## src/rtl/redstone_pkg.sv

```systemverilog
`default_nettype none
// ============================================================================
//  Module      : redstone_pkg
//  Description : Shared types and defaults for the redstone I/O blocks:
//                default tick/index widths, the packed change-event record
//                and the probe scan state encoding.
//  Revision    : 1.0  initial release
// ============================================================================
package redstone_pkg;

    localparam int TICK_W_DEF = 32;
    localparam int IDX_W_DEF  = 5;

    // One reported net toggle as seen by the host bridge.
    typedef struct packed {
        logic [TICK_W_DEF-1:0] stamp;
        logic [IDX_W_DEF-1:0]  index;
        logic                  level;
    } probe_event_t;

    typedef enum logic [0:0] {
        ST_IDLE = 1'b0,
        ST_SCAN = 1'b1
    } probe_state_t;

endpackage
`default_nettype wire

```

## src/rtl/redstone_probe_ffs.sv

```systemverilog
`default_nettype none
// ============================================================================
//  Module      : probe_ffs
//  Description : Combinational find-first-set over an N-bit vector.
//  Ports       : i_vec  - vector to search
//                o_idx  - index of the lowest set bit (0 when none set)
//                o_any  - at least one bit of i_vec is set
//  Revision    : 1.0  initial release
// ============================================================================
module probe_ffs
    import redstone_pkg::*;
#(
    parameter int N     = 32,
    parameter int IDX_W = IDX_W_DEF
) (
    input  logic [N-1:0]     i_vec,
    output logic [IDX_W-1:0] o_idx,
    output logic             o_any
);

    // Walk from the top down so the lowest set bit is the last to win.
    always_comb begin
        o_idx = '0;
        for (int i = N - 1; i >= 0; i--) begin
            if (i_vec[i]) begin
                o_idx = IDX_W'(i);
            end
        end
    end

    assign o_any = |i_vec;

endmodule
`default_nettype wire

```

## src/rtl/redstone_probe.sv

```systemverilog
`default_nettype none
// ============================================================================
//  Module      : redstone_probe
//  Description : Snapshots N component nets on each game tick, diffs against
//                the last reported state and streams one event per toggled
//                net (ascending index) over a valid/ready interface.
//  Ports       : i_clk, i_rst_n (async, active low)
//                i_tick        - capture strobe, nets stable on this edge
//                i_nets        - current component output levels
//                i_clr_overrun - clear sticky overrun flag
//                i_ready       - host accepts current event
//                o_valid/o_index/o_level/o_stamp - event payload
//                o_overrun     - sticky: a tick was coalesced
//                o_busy        - changes still pending
//  Revision    : 1.0  initial release
// ============================================================================
module redstone_probe
    import redstone_pkg::*;
#(
    parameter int           N      = 32,
    parameter int           IDX_W  = 5,
    parameter int           TICK_W = TICK_W_DEF,
    parameter logic [N-1:0] INIT   = '0
) (
    input  logic              i_clk,
    input  logic              i_rst_n,
    input  logic              i_tick,
    input  logic [N-1:0]      i_nets,
    input  logic              i_clr_overrun,
    input  logic              i_ready,
    output logic              o_valid,
    output logic [IDX_W-1:0]  o_index,
    output logic              o_level,
    output logic [TICK_W-1:0] o_stamp,
    output logic              o_overrun,
    output logic              o_busy
);

    probe_state_t      r_state;
    probe_state_t      w_state_nxt;
    logic [TICK_W-1:0] r_cnt;
    logic [TICK_W-1:0] r_stamp;
    logic [N-1:0]      r_snap;
    logic [N-1:0]      r_last;
    logic [N-1:0]      r_pend;
    logic              r_ovr;

    logic [IDX_W-1:0]  w_idx;
    logic              w_any;
    logic              w_valid;
    logic              w_hs;
    logic [N-1:0]      w_pend_clr;
    logic              w_drained;
    logic              w_accept;
    logic [N-1:0]      w_base;
    logic [N-1:0]      w_diff;

    probe_ffs #(
        .N     (N),
        .IDX_W (IDX_W)
    ) u_ffs (
        .i_vec (r_pend),
        .o_idx (w_idx),
        .o_any (w_any)
    );

    assign w_valid    = (r_state == ST_SCAN) & w_any;
    assign w_hs       = w_valid & i_ready;
    assign w_pend_clr = r_pend & ~(N'(1) << w_idx);
    // Final event of the scan is being taken on this edge.
    assign w_drained  = w_hs & ~(|w_pend_clr);
    assign w_accept   = i_tick & ((r_state == ST_IDLE) | w_drained);
    // When the scan completes on the capture edge, the snapshot just finished
    // becomes the reported state, so the new diff must be taken against it.
    assign w_base     = w_drained ? r_snap : r_last;
    assign w_diff     = i_nets ^ w_base;

    always_ff @(posedge i_clk or negedge i_rst_n) begin
        if (!i_rst_n) begin
            r_state <= ST_IDLE;
        end else begin
            r_state <= w_state_nxt;
        end
    end

    always_comb begin
        w_state_nxt = r_state;
        if (w_accept) begin
            w_state_nxt = (|w_diff) ? ST_SCAN : ST_IDLE;
        end else if (w_drained) begin
            w_state_nxt = ST_IDLE;
        end
    end

    always_ff @(posedge i_clk or negedge i_rst_n) begin
        if (!i_rst_n) begin
            r_cnt   <= '0;
            r_stamp <= '0;
            r_snap  <= '0;
            r_last  <= INIT;
            r_pend  <= '0;
            r_ovr   <= 1'b0;
        end else begin
            if (i_tick) begin
                r_cnt <= r_cnt + 1'b1;
            end
            if (w_drained) begin
                r_last <= r_snap;
            end
            if (w_accept) begin
                r_snap  <= i_nets;
                r_pend  <= w_diff;
                r_stamp <= r_cnt + 1'b1;
            end else if (w_hs) begin
                r_pend  <= w_pend_clr;
            end
            // A rejected tick sets overrun; set dominates a coincident clear.
            if (i_tick & ~w_accept) begin
                r_ovr <= 1'b1;
            end else if (i_clr_overrun) begin
                r_ovr <= 1'b0;
            end
        end
    end

    assign o_valid   = w_valid;
    assign o_index   = w_idx;
    assign o_level   = r_snap[w_idx];
    assign o_stamp   = r_stamp;
    assign o_overrun = r_ovr;
    assign o_busy    = |r_pend;

endmodule
`default_nettype wire

```

## config.mk

```make
export PLATFORM = sky130hd
export DESIGN_NAME = redstone_probe
export DESIGN_NICKNAME = d
export VERILOG_FILES = /design/src/rtl/redstone_pkg.sv /design/src/rtl/redstone_probe_ffs.sv /design/src/rtl/redstone_probe.sv
export SDC_FILE = /design/constraint.sdc
export NUM_CORES = 1
export LEC_CHECK = 0
export BUFFER_PORTS_ARGS = -buffer_cell sky130_fd_sc_hd__clkbuf_2
export CAP_MARGIN = 15
export CORE_ASPECT_RATIO = 0.5
export CORE_MARGIN = 2
export CORE_UTILIZATION = 40
export CTS_BUF_LIST = sky130_fd_sc_hd__clkbuf_8
export DETAILED_ROUTE_END_ITERATION = 10
export SYNTH_ARGS = -nofsm -noshare
export SYNTH_HDL_FRONTEND = slang
export SYNTH_SLANG_ARGS = --single-unit
```

## constraint.sdc

```tcl
create_clock -name i_clk -period 8.4 [get_ports i_clk]
set_clock_uncertainty 0.2 [all_clocks]
set_input_delay 1.68 -clock i_clk [delete_from_list [all_inputs] [get_ports i_clk]]
set_output_delay 1.68 -clock i_clk [all_outputs]
set_load 0.01 [all_outputs]
```

==> metrics.md <==
| Metric | Value |
|---|---|
| Status | `completed` |
| Mapped Cells | `approximately 1100` |
| Worst EP required | `~6.5 ns` |
| Share of the synthesized area in the top cell type | `44.1%` |
| Crit Path Max Fanout | `18` |
| TritonCTS Buffers | `17` |
| Syn. warnings | `0` |
| Layout cells sized above 1 | `between 10% and 20%` |
| Max Root-Sink Buffers | `2` |
| Rows | `39` |
| Overall power | `a little over 4000 uW` |
| # clock sinks | `roughly 160` |
| Critical-path cell list | `or4_4, nor4_2, nand2_1, clkinv_1, nand2_1, and3_1, a311o_1, and3_1, o31ai_1, clkbuf_2` |
| Vias in the first global route | `about 7700` |
| R2R Path End | `r_state` |
| Post-DRT Antenna Nets | `0` |
| Setup crit start kind | `register` |
| Fin crit share | `between 70% and 80%` |
| Final Hold Slack | `a little under 0.3 ns` |
| Crit-path max cell delay | `approximately 0.63 ns` |
| CP max stage cell | `or4_4` |
| P_leak | `roughly 0.0047 uW` |
| Port bufs | `77` |
| NetSw | `2180 uW` |
| Headroom to the max-slew limit | `between 30% and 40%` |
| Routed vias/inst | `5.57` |
| Final #Nets | `1181` |
| Worst Setup SP | `r_pend[1]` |
| Residual DRC | `0` |
| Via count | `8150` |
| Combinational share of power | `58.8%` |
| Endpoint class of the critical path | `primary output` |
| Hold Violations, Final | `0` |
| Antenna violations before repair | `2` |
| Netlist cell types | `70` |
| #FFs+latches synth | `around 160` |
| Core Box Area | `22700 um2` |
| Hold Path Class | `register to register` |
| Largest net degree at the start of global routing | `a little over 90` |
| Total negative slack | `0 ns` |
| Post-CTS Setup Bufs | `0` |
| Remaining global-route overflow | `0` |
| Pin slew with the least headroom to its limit | `0.965 ns` |
| Final instance area | `about 10000 um2` |
| Avg Synthesized Cell Area | `8.48 um2` |
| Clock root cell | `clkbuf_8` |
| Area Growth Syn to Fin | `12.3%` |
| GRT Total Usage | `a little under a quarter` |
| Pwr dens | `401 nW/um2` |
| Main synth FF type | `dfrtp_1` |
| Crit path DAT | `between 4 and 5 ns` |
| Synth Net Count | `about 1100` |
| Clock power frac | `approximately 15%` |
| Final GP Congestion | `between 0.9 and 1` |
| Post-DP HPWL | `20200 um` |
| Worst hold start | `o_stamp[24]` |
| H-tree depth | `4` |
| Sequential power share | `around a quarter` |
| Fmax | `around 0.16 GHz` |
| Worst setup margin | `2.23 ns` |
| CTS tree | `built` |
| Post-synth EDFFs | `0` |
| Top Family by Delay on Critical Path | `simple AND/OR/NAND/NOR gates` |
| Most frequent cells in the layout | `nand2_1 (275), dfrtp_1 (162), nand2b_1 (84)` |
| # resized after CTS | `0` |
| DRT iter0 DRCs | `599` |
| Pint | `1960 uW` |
| Sw frac | `52.6%` |
| Commonest non-fill, non-tap cell in the layout | `nand2_1` |
| Chip width | `219 um` |
| Placed Area | `9910 um2` |
| Synth area leader | `dfrtp_1` |
| WHS Path Cells | `2` |
| Hold endpoint | `o_stamp[24]` |
| CTS clk-pin slew, worst paths | `around 0.090 ns` |
| Final setup viols | `0` |
| Worst IR Drop VDD | `approximately 370 uV` |
| DIE AREA | `about 24000 um2` |
| Worst reg2reg path depth | `15` |
| I/O pin count | `78` |
| RSZ-0062 raised after global routing | `no` |
| Diode count | `0` |
| Reg-to-Reg Start | `r_pend[14]` |
| Max Slew Vio Count | `0` |
| Netlist Area Pre-Place | `9200 um2` |
| Flop2flop setup slack | `between 2 and 2.5 ns` |
| Synth area leaders | `dfrtp_1 (44%), nand2_1 (11%), nand2b_1 (5.7%), xnor2_1 (4.7%), o21ai_0 (3.2%)` |
| Cts hold-fix bufs | `0` |
| Clk_lat worst skew | `between 0.4 and 0.5 ns` |
| Die Y | `about 110 um` |
| WS Path Type | `register to primary output` |
| First-pass DRT Iterations | `5` |
| Post-Route WL | `~28000 um` |
| Sequential-to-total area share from yosys stat | `about 44%` |
| Asr flop ratio synth | `100%` |
| First-pass GRT wire length | `approximately 45000 um` |
| DP Worst Slack | `roughly 2.3 ns` |
| WL/cell | `between 15 and 20 um` |
| Min Tclk post-route | `6.17 ns` |
| Starting Density | `about two fifths` |
| CP bufs+invs | `2` |
| MaxCap Viol Count | `0` |
## state kept, by name, summed over array words and instances, names as in the netlist
name	count
r_state	1
r_cnt	32
o_overrun	1
r_pend	32
r_snap	32
r_last	32
o_stamp	32
## synth_stat cells (9+ instances only)
library cell and instances:
a2111oi_0 21, a21oi_1 30, a32oi_1 20, and3_1 27, buf_1 11, clkbuf_1 40
dfrtp_1 162, inv_1 12, nand2_1 276, nand2b_1 84, nand3_1 22, nand4_1 13
nor2_1 71, nor2b_1 21, nor3_1 9, nor4_1 13, o211ai_1 24, o21ai_0 59
xnor2_1 49, xor2_1 20
## power groups by stage
stage,combinational [uW],clock (uW),sequential (uW)
floorplan,1560,0,1050
CTS,2400,636,1080
global route,2630,671,1110
finish,2430,621,1090
detailed placement,2390,0,1100
global placement,2440,0,1100
## layer usage
layer	share of wire, %	vias to the layer above	global-route usage [%]
met5	0.050	-	0
met4	2.7	2	8.25
met3	6.7	52	5.95
met2	44	267	35.5
met1	47	3935	33.7
li1	-	3894	-
## cells by family (layout without fill, tap and decap cells)
| kind of cell | Yosys count | in the layout | share of synthesized area [%] |
|---|---|---|---|
| fa+ha+maj | 1 | 1 | 0.136 |
| compound gates | 207 | 207 | 15.6 |
| mux | 9 | 9 | 1.22 |
| simple gates | 570 | 570 | 29.5 |
| buf+inv | 67 | 138 | 2.86 |
| flops | 162 | 162 | 44.1 |
| xor+xnor | 69 | 69 | 6.57 |
## worst register-to-register path: cells and delay by family, from the launching register on
| kind | cells | cell delay [ns] |
|---|---|---|
| mux | 1 | 0.48 |
| flops | 1 | 0.49 |
| compound gates | 4 | 1.09 |
| simple gates | 7 | 2.97 |
| buf+inv | 2 | 0.47 |
| xor+xnor | 1 | 0.34 |
## cell type report
| cell class | count | area, um2 |
|---|---|---|
| clock inverter | 14 | 179 |
| inverter | 14 | 55.1 |
| fill | 2266 | 12400 |
| multi-input combinational | 856 | 4900 |
| clock buffer | 18 | 248 |
| timing repair buffer | 92 | 517 |
| sequential | 162 | 4050 |
| tap | 307 | 384 |
## stage by stage
stage	utilization, %	instances
final	45.6	1463
after global routing	45.6	1463
after CTS	45.6	1463
after detailed placement	43.7	1431
after global placement	43.7	1431
after floorplan	-	1085
## worst max path at each step
| stage | depth (start not counted) | slack [ns] | end |
|---|---|---|---|
| after global placement | 13 | 2.26 | r_state |
| after detailed placement | 15 | 2.33 | r_state |
| after global routing | 13 | 1.81 | r_pend[0] |
| after floorplan | 10 | 3.68 | o_level |
| after CTS | 10 | 2.24 | o_level |
| final | 10 | 2.23 | o_level |
Power figures use the tool's default switching activity.
